<file path="config.mk">
export PLATFORM = sky130hd
export DESIGN_NAME = syn_fifo_param
export DESIGN_NICKNAME = d
export VERILOG_FILES = /design/src/rtl/syn_fifo_param.sv
export SDC_FILE = /design/constraint.sdc
export NUM_CORES = 1
export LEC_CHECK = 0
export ABC_CLOCK_PERIOD_IN_PS = 3590
export BUFFER_PORTS_ARGS = -buffer_cell sky130_fd_sc_hd__buf_4
export CORE_MARGIN = 8
export CORE_UTILIZATION = 35
export CTS_CLUSTER_SIZE = 8
export DETAILED_ROUTE_END_ITERATION = 7
export REMOVE_ABC_BUFFERS = 1
export SLEW_MARGIN = 20
export SYNTH_ARGS = -nofsm -noshare
export SYNTH_HDL_FRONTEND = slang
export SYNTH_SLANG_ARGS = --single-unit
</file>
<file path="constraint.sdc">
create_clock -name clk -period 3.59 [get_ports clk]
set_input_delay 0.1795 -clock clk [delete_from_list [all_inputs] [get_ports clk]]
set_output_delay 0.1795 -clock clk [all_outputs]
set_load 0.005 [all_outputs]
</file>
<file path="src/rtl/syn_fifo_param.sv">
// Parametrised single-clock FIFO with occupancy count, threshold flags,
// overflow/underflow pulses and optional first-word-fall-through read port.
module syn_fifo_param #(
   parameter int WIDTH    = 8,
   parameter int DEPTH    = 16,
   parameter int AF_LEVEL = DEPTH - 2,
   parameter int AE_LEVEL = 2,
   parameter int FWFT     = 0
) (
   input  logic                       clk,
   input  logic                       rst,
   input  logic                       wr_en_i,
   input  logic [WIDTH-1:0]           data_i,
   output logic                       full_o,
   output logic                       almost_full_o,
   output logic                       overflow_o,
   input  logic                       rd_en_i,
   output logic [WIDTH-1:0]           data_o,
   output logic                       valid_o,
   output logic                       empty_o,
   output logic                       almost_empty_o,
   output logic                       underflow_o,
   output logic [$clog2(DEPTH):0]     count_o
);

   localparam int AW = $clog2(DEPTH);
   localparam int CW = AW + 1;
   localparam logic [CW-1:0] DEPTH_C = CW'(DEPTH);
   localparam logic [CW-1:0] AF_C    = CW'(AF_LEVEL);
   localparam logic [CW-1:0] AE_C    = CW'(AE_LEVEL);
   localparam logic [CW-1:0] ONE_C   = CW'(1);

   if (WIDTH < 1 || DEPTH < 4 || (DEPTH & (DEPTH - 1)) != 0 ||
       AF_LEVEL < 1 || AF_LEVEL > DEPTH || AE_LEVEL < 0 || AE_LEVEL > DEPTH - 1) begin : g_param_err
      $error("syn_fifo_param: illegal WIDTH/DEPTH/AF_LEVEL/AE_LEVEL combination");
   end

   logic [WIDTH-1:0] mem [DEPTH];
   logic [AW-1:0]    wr_ptr;
   logic [AW-1:0]    rd_ptr;
   logic [AW-1:0]    rd_ptr_nxt;
   logic [CW-1:0]    count_nxt;
   logic             wr_acc;
   logic             rd_acc;
   logic             head_from_in;

   // A write into a full FIFO is allowed only when a pop frees the slot in the same cycle.
   assign rd_acc     = rd_en_i && !empty_o;
   assign wr_acc     = wr_en_i && (!full_o || rd_acc);
   assign rd_ptr_nxt = rd_ptr + {{(AW-1){1'b0}}, rd_acc};

   always_comb begin
      count_nxt = count_o;
      case ({wr_acc, rd_acc})
         2'b10:   count_nxt = count_o + ONE_C;
         2'b01:   count_nxt = count_o - ONE_C;
         default: count_nxt = count_o;
      endcase
   end

   // In FWFT mode the new head is the word being written when nothing else remains.
   assign head_from_in = wr_acc && ((count_o == '0) || (count_o == ONE_C && rd_acc));

   always_ff @(posedge clk) begin
      if (wr_acc) mem[wr_ptr] <= data_i;
   end

   always_ff @(posedge clk or posedge rst) begin
      if (rst) begin
         wr_ptr         <= '0;
         rd_ptr         <= '0;
         count_o        <= '0;
         empty_o        <= 1'b1;
         full_o         <= 1'b0;
         almost_empty_o <= 1'b1;
         almost_full_o  <= 1'b0;
         overflow_o     <= 1'b0;
         underflow_o    <= 1'b0;
         valid_o        <= 1'b0;
         data_o         <= '0;
      end else begin
         if (wr_acc) wr_ptr <= wr_ptr + {{(AW-1){1'b0}}, 1'b1};
         rd_ptr         <= rd_ptr_nxt;
         count_o        <= count_nxt;
         empty_o        <= (count_nxt == '0);
         full_o         <= (count_nxt == DEPTH_C);
         almost_empty_o <= (count_nxt <= AE_C);
         almost_full_o  <= (count_nxt >= AF_C);
         overflow_o     <= wr_en_i && !wr_acc;
         underflow_o    <= rd_en_i && empty_o;
         if (FWFT != 0) begin
            valid_o <= (count_nxt != '0);
            if (count_nxt != '0) data_o <= head_from_in ? data_i : mem[rd_ptr_nxt];
         end else begin
            valid_o <= rd_acc;
            if (rd_acc) data_o <= mem[rd_ptr];
         end
      end
   end

endmodule

</file>
==> impl_metrics.tcl <==
set metrics [dict create \
    finalWirelength_mm 12.61 \
    detailedRoute.firstIterationViolations 273 \
    clock-sinks 156 \
    criticalPathCategory "register to register" \
    coreArea_um2 17780 \
    worstSetupStartpointType "register" \
    synth_ff_type "sky130_fd_sc_hd__edfxtp_1" \
    max-vdd-ir-drop_uv 341.2 \
    gpl.final_weighted_congestion 0.7420 \
    design.final.nets 402 \
    first_pass_grt_wire_length_mm 19.51 \
    layout.filler_cells 1596 \
    root_buffer "sky130_fd_sc_hd__clkbuf_16" \
    die_w_um 150.1 \
    postSynthRegisterBits 156 \
    slew_headroom_pct 31.13 \
    route.vias.total 3104 \
    max_cap_violations 0 \
    routedWlPerCell_um 20.25 \
    final.setup.tns_ns 0 \
    critPathCaptureType "register" \
    cpPeakStageDelay_ns 0.39 \
    first_pass_iters 4 \
    drt.antenna.violating_nets 0 \
    regArea_um2 4548 \
    via_count_of_the_first_global_routing_pass 3386 \
    remaining_drc_errors 0 \
    min-delay-path-class "input pin to register" \
    critPathSlowestCell "sky130_fd_sc_hd__a21boi_2" \
    timing.final.crit_period_ns 3.134 \
    timing_worst_slew_pin_value_ns 1.029 \
    syn-cell-area_um2 6292 \
    cts_setup_buffers 0 \
    ys_seq_area_share_pct 72.26 \
    run_status "completed" \
    start_util_pct 35.39 \
    track_usage_pct 11.97 \
    post_route_cells_drive_above_1_share_pct 27.66 \
    die_area_um2 22520 \
    numCtsBuffers 17 \
    grt_setup_unrepaired "no" \
    antenna_found_initial 0 \
    cp_data_required_time_ns 3.91 \
    synth_cell_types 40 \
    detailed_place_hpwl_mm 8.361 \
    top_fanout_value_on_the_critical_path 9 \
    tritoncts "done" \
    ys_async_rst_share_pct 17.95 \
    critical_path.cell_chain "nand2b_1 > a21boi_2 > inv_1 > ha_1 > xor2_1 > ha_1 > nor4b_1 > mux2i_1 > nand3_1 > mux2_2 > nor4_1" \
    gr-total-overflow 0 \
    fp-row-count 49 \
    synthesis.yosys.warnings 0 \
    hold_slack_ns 0.01852 \
    max-clock-path-buffers 2 \
    timing.fmax_mhz 319.1 \
    power.total_w 0.005901 \
    clock_tree.htree_level_count 4 \
    grt_max_degree 20 \
    cp_dominant_cell_by_count "sky130_fd_sc_hd__ha_1" \
    multiInputGateArea_um2 1592 \
    report.final.hold_viol_count 0 \
    slew_violations 0 \
    boundaryPins 32 \
    cp.arrival_ns 3.45 \
    path_delay_family "simple AND/OR/NAND/NOR gates" \
    fin_crit_sh_pct 87.31 \
    postLayoutCellArea_um2 7358 \
    synth_area_per_cell_um2 18.73 \
    p_leak_nw 2.591 \
    die_height_um 150.1 \
    clk_transition_reported_paths_ns 0.07 \
    antenna_cells_inserted 0 \
    synth_cells 336 \
    setup_viol 0 \
    numPortBuffers 31 \
    avgViaCountPerCell 4.982 \
    worstSkewPairLatency_ns 0.42 \
    cts_resized 0 \
    synth-edff-count 128 \
    dpl_cell_area_um2 6775 \
    crit_buf_inv 1 \
    finalClockSkew_ns 0.01293 \
    power-per-cell-area_nw_per_um2 801.9 \
    area_growth_pct 16.94 \
]
[stage by stage]
stage	setup WS, ns	cells	util (%)
final	0.4557	623	41.39
after global routing	0.1814	623	41.39
after CTS	0.4243	623	41.39
after detailed placement	0.4897	589	38.11
after global placement	0.6148	589	38.11
after floorplan	0.5428	318	-
[layout make-up]
type	instances	share of cell area [%]
flip-flops and latches	156	61.81
multi-input cells	153	21.63
clock buffers	17	5.781
repair buffers	44	4.557
well taps	229	3.894
clock inverters	15	1.870
inverters	9	0.4591
[report_power, final]
part | switching (W) | internal, W | total [W]
logic | 0.000745 | 0.000835 | 0.00158
registers | 0.000356 | 0.00226 | 0.00262
clock network | 0.000740 | 0.000962 | 0.00170
[worst reg2reg max path: cells and delay by family, from the launching register on]
kind,cells,cell delay [ns]
simple gates,4,0.92
compound gates,1,0.39
fa+ha+maj,2,0.56
mux,2,0.49
xor+xnor,1,0.20
buf+inv,1,0.12
flops,1,0.37
[final timing paths]
kind | from | end | slack, ns | depth (start not counted)
min in group asynchronous | rst | almost_full_o | 0.35 | 3
max in group asynchronous | rst | rd_ptr[0] | 2.58 | 4
worst min-delay path | wr_en_i | overflow_o | 0.02 | 2
worst max register to register | empty_o | almost_empty_o | 0.46 | 11
worst max-delay path | empty_o | almost_empty_o | 0.46 | 11
worst min register to register | data_o[7] | data_o[7] | 0.50 | 2
[what timing repair did]
item,CTS,global route
endpoints found under the hold margin,11,0
setup endpoints to repair,0,0
hold buffers,2,0
[state kept, by name (all words and copies together) (netlist names)]
register and flops:
valid_o 1, count_o 5, mem 128, rd_ptr 4, full_o 1, data_o 8, wr_ptr 4, empty_o 1
almost_empty_o 1, underflow_o 1, overflow_o 1, almost_full_o 1
[routing by layer]
layer | wire length (um) | global-route usage, %
met3 | 446 | 3.236
met4 | 198 | 5.247
met2 | 6409 | 19.64
met1 | 5558 | 14.60
met5 | 0 | 0
[placed cells by master, fill, tap and decap left out, types with 8 or more instances in the layout]
cell type,Yosys,routed
sky130_fd_sc_hd__nand2_1,8,8
sky130_fd_sc_hd__nor2_1,21,21
sky130_fd_sc_hd__mux4_2,29,29
sky130_fd_sc_hd__a21oi_1,11,11
sky130_fd_sc_hd__clkbuf_16,0,17
sky130_fd_sc_hd__dfrtp_1,26,25
sky130_fd_sc_hd__buf_4,2,42
sky130_fd_sc_hd__mux2i_1,18,18
sky130_fd_sc_hd__inv_1,9,9
sky130_fd_sc_hd__edfxtp_1,128,128
sky130_fd_sc_hd__ha_1,9,9
[cells by family after synthesis]
family / Yosys count / share of synthesized area [%]
adders and majority gates: 9 / 1.790
and+or+nand+nor: 54 / 4.395
buffers and inverters: 27 / 2.446
muxes: 51 / 14.67
AOI/OAI and AO/OA: 28 / 2.903
DFF: 156 / 72.26
xor gates and xnor gates: 11 / 1.531
[synthesized netlist by cell type (2+ instances only)]
| master | number | area, um2 |
|---|---|---|
| sky130_fd_sc_hd__nand2b_1 | 5 | 31.28 |
| sky130_fd_sc_hd__o21ai_0 | 4 | 20.02 |
| sky130_fd_sc_hd__a21oi_1 | 11 | 55.05 |
| sky130_fd_sc_hd__nand2_1 | 8 | 30.03 |
| sky130_fd_sc_hd__inv_1 | 9 | 33.78 |
| sky130_fd_sc_hd__buf_2 | 2 | 10.01 |
| sky130_fd_sc_hd__mux2i_1 | 18 | 180.2 |
| sky130_fd_sc_hd__buf_4 | 2 | 15.01 |
| sky130_fd_sc_hd__nand3_1 | 3 | 15.01 |
| sky130_fd_sc_hd__xnor2_1 | 7 | 61.31 |
| sky130_fd_sc_hd__nor2_1 | 21 | 78.83 |
| sky130_fd_sc_hd__nor3_1 | 6 | 30.03 |
| sky130_fd_sc_hd__edfxtp_1 | 128 | 3844 |
| sky130_fd_sc_hd__a21o_1 | 3 | 22.52 |
| sky130_fd_sc_hd__o31ai_1 | 7 | 52.55 |
| sky130_fd_sc_hd__nor4b_1 | 2 | 17.52 |
| sky130_fd_sc_hd__buf_1 | 4 | 15.01 |
| sky130_fd_sc_hd__mux4_1 | 3 | 78.83 |
| sky130_fd_sc_hd__mux4_2 | 29 | 653.1 |
| sky130_fd_sc_hd__clkbuf_1 | 3 | 11.26 |
| sky130_fd_sc_hd__dfstp_2 | 2 | 52.55 |
| sky130_fd_sc_hd__xor2_1 | 4 | 35.03 |
| sky130_fd_sc_hd__ha_1 | 9 | 112.6 |
| sky130_fd_sc_hd__dfrtp_1 | 26 | 650.6 |
| sky130_fd_sc_hd__buf_6 | 5 | 56.30 |
(Power assumes the default switching activity.)
